[config.mk]
export PLATFORM = sky130hd
export DESIGN_NAME = mmcm_drp_reconfig
export DESIGN_NICKNAME = d
export VERILOG_FILES = /design/src/rtl/mmcm_drp_reconfig.sv
export SDC_FILE = /design/constraint.sdc
export NUM_CORES = 1
export LEC_CHECK = 0
export CORE_MARGIN = 2
export CORE_UTILIZATION = 50
export DETAILED_ROUTE_END_ITERATION = 6
export PLACE_DENSITY = 0.69
export SLEW_MARGIN = 30
export SYNTH_ARGS = -nofsm -noshare
export SYNTH_HDL_FRONTEND = slang
export SYNTH_SLANG_ARGS = --single-unit
[constraint.sdc]
create_clock -name clk_in1 -period 12.8 [get_ports clk_in1]
set_clock_uncertainty 0.2 [all_clocks]
set_input_delay 2.56 -clock clk_in1 [delete_from_list [all_inputs] [get_ports clk_in1]]
set_output_delay 2.56 -clock clk_in1 [all_outputs]
set_load 0.005 [all_outputs]
[src/rtl/mmcm_drp_reconfig.sv]
// MMCM DRP reconfiguration: holds MMCM in reset, read-modify-writes up to 8 table entries, then waits for relock.
// One DRP access outstanding at a time; drp_drdy and mmcm_locked waits are bounded and abort with error.
module mmcm_drp_reconfig #(
  parameter int DRDY_TIMEOUT = 255,
  parameter int LOCK_TIMEOUT = 4095
) (
  input  logic        clk_in1,
  input  logic        reset,
  input  logic        tbl_we,
  input  logic [2:0]  tbl_idx,
  input  logic [6:0]  tbl_addr,
  input  logic [15:0] tbl_mask,
  input  logic [15:0] tbl_data,
  input  logic [3:0]  num_entries,
  input  logic        start,
  output logic        busy,
  output logic        done,
  output logic        error,
  output logic [6:0]  drp_daddr,
  output logic [15:0] drp_di,
  output logic        drp_den,
  output logic        drp_dwe,
  input  logic [15:0] drp_do,
  input  logic        drp_drdy,
  output logic        mmcm_rst,
  input  logic        mmcm_locked
);

  localparam int TMAX = (DRDY_TIMEOUT > LOCK_TIMEOUT) ? DRDY_TIMEOUT : LOCK_TIMEOUT;
  localparam int CW   = $clog2(TMAX + 1);
  localparam logic [CW-1:0] DRDY_LAST = CW'(DRDY_TIMEOUT - 1);
  localparam logic [CW-1:0] LOCK_LAST = CW'(LOCK_TIMEOUT - 1);
  localparam logic [CW-1:0] CNT_ONE   = CW'(1);

  typedef struct packed {
    logic [6:0]  addr;
    logic [15:0] mask;
    logic [15:0] data;
  } entry_t;

  typedef enum logic [3:0] {
    IDLE,
    RST,
    RD,
    RD_WAIT,
    WR,
    WR_WAIT,
    NEXT,
    RELEASE,
    LOCK_WAIT
  } state_t;

  state_t        state, state_nxt;
  logic [3:0]    idx, idx_nxt;
  logic [3:0]    n_q, n_nxt;
  logic [CW-1:0] cnt, cnt_nxt;
  logic          done_nxt, error_nxt;

  entry_t        tbl_q [8];
  entry_t        cur;
  logic [15:0]   wr_word;

  // Table has no reset so a mid-sequence reset can be followed by a replay.
  always_ff @(posedge clk_in1) begin
    if (tbl_we && (state == IDLE)) begin
      tbl_q[tbl_idx] <= {tbl_addr, tbl_mask, tbl_data};
    end
  end

  assign cur     = tbl_q[idx[2:0]];
  // Mask bit set keeps the current register bit; clear takes the table data bit.
  assign wr_word = (drp_do & cur.mask) | (cur.data & ~cur.mask);

  always_comb begin
    state_nxt = state;
    idx_nxt   = idx;
    n_nxt     = n_q;
    cnt_nxt   = cnt;
    done_nxt  = 1'b0;
    error_nxt = error;
    busy      = (state != IDLE);
    drp_den   = 1'b0;
    drp_dwe   = 1'b0;
    mmcm_rst  = 1'b0;

    case (state)
      IDLE: begin
        if (start) begin
          if (num_entries == 4'd0) begin
            done_nxt = 1'b1;
          end else begin
            n_nxt     = (num_entries > 4'd8) ? 4'd8 : num_entries;
            idx_nxt   = 4'd0;
            error_nxt = 1'b0;
            state_nxt = RST;
          end
        end
      end
      RST: begin
        mmcm_rst  = 1'b1;
        state_nxt = RD;
      end
      RD: begin
        mmcm_rst  = 1'b1;
        drp_den   = 1'b1;
        cnt_nxt   = '0;
        state_nxt = RD_WAIT;
      end
      RD_WAIT: begin
        mmcm_rst = 1'b1;
        if (drp_drdy) begin
          state_nxt = WR;
        end else if (cnt == DRDY_LAST) begin
          error_nxt = 1'b1;
          done_nxt  = 1'b1;
          state_nxt = IDLE;
        end else begin
          cnt_nxt = cnt + CNT_ONE;
        end
      end
      WR: begin
        mmcm_rst  = 1'b1;
        drp_den   = 1'b1;
        drp_dwe   = 1'b1;
        cnt_nxt   = '0;
        state_nxt = WR_WAIT;
      end
      WR_WAIT: begin
        mmcm_rst = 1'b1;
        if (drp_drdy) begin
          state_nxt = NEXT;
        end else if (cnt == DRDY_LAST) begin
          error_nxt = 1'b1;
          done_nxt  = 1'b1;
          state_nxt = IDLE;
        end else begin
          cnt_nxt = cnt + CNT_ONE;
        end
      end
      NEXT: begin
        mmcm_rst  = 1'b1;
        idx_nxt   = idx + 4'd1;
        state_nxt = (idx_nxt == n_q) ? RELEASE : RD;
      end
      RELEASE: begin
        cnt_nxt   = '0;
        state_nxt = LOCK_WAIT;
      end
      LOCK_WAIT: begin
        if (mmcm_locked) begin
          done_nxt  = 1'b1;
          state_nxt = IDLE;
        end else if (cnt == LOCK_LAST) begin
          error_nxt = 1'b1;
          done_nxt  = 1'b1;
          state_nxt = IDLE;
        end else begin
          cnt_nxt = cnt + CNT_ONE;
        end
      end
      default: begin
        state_nxt = IDLE;
      end
    endcase
  end

  always_ff @(posedge clk_in1) begin
    if (reset) begin
      state     <= IDLE;
      idx       <= '0;
      n_q       <= '0;
      cnt       <= '0;
      done      <= 1'b0;
      error     <= 1'b0;
      drp_daddr <= '0;
      drp_di    <= '0;
    end else begin
      state <= state_nxt;
      idx   <= idx_nxt;
      n_q   <= n_nxt;
      cnt   <= cnt_nxt;
      done  <= done_nxt;
      error <= error_nxt;
      // Address/data only move into a DEN cycle and otherwise hold.
      if (state_nxt == RD) begin
        drp_daddr <= tbl_q[idx_nxt[2:0]].addr;
      end
      if ((state == RD_WAIT) && drp_drdy) begin
        drp_di <= wr_word;
      end
    end
  end

endmodule

==> impl_metrics.py <==
metrics = {
    "floorplanning": {
        "num_io_pins": 97,
        "die_area_um2": 31010,
        "fp.dieW_um": 176.1,
        "num_rows": 63,
        "initial_utilization": 0.5037,
        "die_h_um": 176.1,
        "coreArea_um2": 29400,
    },
    "layout": {
        "drive_gt1_frac": 0.1490,
        "postLayoutCoreUtil": 0.5919,
        "finalNetCount": 1090,
        "area_delta_synth_final_pct": 17.52,
        "fin_cells": 1442,
        "layout_common_cells": "312 x edfxtp_1, 95 x clkdlybuf4s50_1, 71 x nand2_1",
        "fillers": 2201,
        "layout_commonest_cell": "edfxtp_1",
    },
    "clock_network": {
        "clockBufferDepth": 3,
        "clk_latency_ps": 520,
        "clock_sinks": 361,
        "ctsHoldBuffers": 0,
        "cts_root_buf": "clkbuf_16",
        "path_clk_slew_ps": 60,
        "cts_buffers": 37,
        "cts_tree": "done",
        "cts_resized": 0,
        "h-tree-depth": 2,
        "post_cts_buffers": 0,
    },
    "min_path": {
        "min_path_type": "reg -> reg",
        "whs_path_depth": 2,
    },
    "global_route": {
        "grt_max_degree": 65,
        "grt_pass1_wl_mm": 47.86,
        "grt_remaining_overflow": 0,
        "antenna_found_initial": 3,
        "grt_usage": 0.2016,
        "grt_pass1_vias": 8526,
    },
    "power": {
        "p_clk_frac": 0.410,
        "p_comb_frac": 0.069,
        "p_per_area_nw_per_um2": 147.4,
        "intPower_mw": 2.010,
        "ir_drop_uv": 114.9,
        "p_leak_nw": 5.439,
        "power.switching_mw": 0.5559,
        "p_sw_frac": 0.2166,
        "seq_power_share": 0.521,
    },
    "sta": {
        "fin_ws_ps": 7638,
        "hold_viol_final": 0,
        "fmax_mhz": 193.7,
        "slew_violations": 0,
        "slew_headroom": 0.3400,
        "finalSetupViolCount": 0,
        "fin_tns_setup_ps": 0,
        "worst_slew_pin_slew_ps": 990.0,
        "rsz0062_at_grt": "false",
        "fin_crit_sh": 0.4033,
        "min_period_ps": 5162,
    },
    "drt": {
        "drc": 0,
        "firstDrtPassIters": 5,
        "ant_nets": 0,
        "wl_per_cell_um": 21.53,
        "viasPerCell": 5.915,
        "drt-total-wl_mm": 31.05,
        "vias": 8529,
        "first_iter_violations": 674,
    },
    "outcome": {
        "outcome": "completed",
    },
    "worst_setup_path": {
        "worstRegToRegCells": 4,
        "cp-start-kind": "flop",
        "crit_path_end_kind": "output port",
        "cp_data_required_time_ps": 10040,
        "cp.arrival_ps": 2400,
        "crit_path_max_fanout": 17,
        "critPathKind": "reg -> out",
    },
    "synth": {
        "postSynthAreaPerCell_um2": 16.03,
        "synth_edf_count": 312,
        "syn_inst": 924,
        "synth.distinct_cells": 60,
        "async_reset_ff_frac": 0,
        "synth-warning-count": 0,
        "syn-num-nets": 995,
        "ys.flop_type": "edfxtp_1",
        "syn_area_um2": 14810,
        "ys_seq_elements": 361,
        "ys_seq_area_frac": 0.6989,
    },
    "placement": {
        "dp_hpwl_mm": 16.94,
        "port_buffers": 96,
        "placed_cells": 1369,
        "preCtsSetupSlack_ps": 7256,
        "gp_congestion": 0.7834,
    },
    "run": {
        "maxCapViolations": 0,
    },
}
[stage by stage]
stage | area [um2] | hold WS (ps) | total power, mW
floorplan | 14810 | 243.6 | 1.455
global placement | 16170 | 263.5 | 1.534
detailed placement | 16170 | 267.4 | 1.539
CTS | 17360 | 280.2 | 2.587
global route | 17390 | 311.7 | 2.654
finish | 17400 | 279.7 | 2.566
[power by group through the flow]
| stage | Sequential, mW | Combinational (mW) | Clock, mW |
|---|---|---|---|
| after floorplan | 1.35 | 0.102 | 0 |
| after global placement | 1.36 | 0.174 | 0 |
| after detailed placement | 1.36 | 0.178 | 0 |
| after CTS | 1.34 | 0.179 | 1.07 |
| after global routing | 1.34 | 0.195 | 1.12 |
| final | 1.34 | 0.178 | 1.05 |
[routing by layer]
metal | vias up | track usage | share of wire
met4 | 0 | 0.05510 | 0.021
li1 | 3880 | - | -
met1 | 4378 | 0.2796 | 0.44
met2 | 218 | 0.3283 | 0.48
met3 | 53 | 0.04113 | 0.062
met5 | - | 0 | 0
[sequential cells by signal, summed over array words and instances, names as in the netlist]
register,count
tbl_q,312
drp_di,16
cnt,12
drp_daddr,7
idx,4
n_q,4
state,4
done,1
error,1
[final timing paths]
kind | from | slack [ps] | endpoint
worst min register to register | n_q[3] | 280 | n_q[3]
worst max-delay path | state[1] | 7640 | drp_den
worst min-delay path | n_q[3] | 280 | n_q[3]
worst max register to register | state[0] | 9570 | tbl_q[1][9]
[cell families (layout without fill, tap and decap cells)]
| family | Yosys count | count (layout) | share of synthesized area |
|---|---|---|---|
| xor gates and xnor gates | 10 | 10 | 0.005915 |
| AOI/OAI and AO/OA | 165 | 165 | 0.08085 |
| other | 0 | 5 | 0 |
| buffers and inverters | 64 | 187 | 0.01935 |
| DFF | 361 | 361 | 0.6989 |
| muxes | 83 | 83 | 0.1103 |
| adders and majority gates | 4 | 4 | 0.003211 |
| and+or+nand+nor | 237 | 237 | 0.08153 |
[Yosys cell counts, types with 2 or more instances]
library cell  number  area, um2
nand4_1            4      25.02
nor2b_1           22      137.6
a21oi_1           34      170.2
and2_1            29      181.4
a22oi_1            7      52.55
buf_2             16      80.08
a21o_1             3      22.52
nor4_1             2      12.51
mux2i_1           18      180.2
or4_1              4      30.03
nand2_1           71      266.5
xnor2_1            8      70.07
ha_1               3      37.54
xor2_1             2      17.52
o211ai_1           2      15.01
nand3b_1           5      37.54
nand2b_1           4      25.02
clkbuf_1          34      127.6
o21ai_0            7      35.03
edfxtp_1         312       9369
nor3_1            12      60.06
a311oi_2           3      45.04
and3_1             2      12.51
mux4_2            64       1441
o31ai_1            3      22.52
buf_6              3      33.78
a31oi_1           17      106.4
dfxtp_1           49      980.9
nor2_1            58      217.7
or3_1              3      18.77
inv_1              9      33.78
a211oi_1          60      450.4
a311oi_1          17      148.9
nand3_1           11      55.05
[final cells by class]
class	count	area, um2	share of cell area
Sequential cell	361	10360	0.5952
Multi-Input combinational cell	499	4228	0.2429
Timing Repair Buffer	111	1092	0.06276
Clock buffer	51	1010	0.05802
Tap cell	390	488.0	0.02804
Clock inverter	16	181.4	0.01042
Inverter	9	33.78	0.001941
Antenna cell	5	12.51	0.0007189
[critical path: stages (launching register included)]
cell and delay (ps):
dfxtp_1 710, xnor2_1 200, nor3_1 380, clkdlybuf4s50_1 590
No activity file was read; power rests on OpenSTA's default activity.
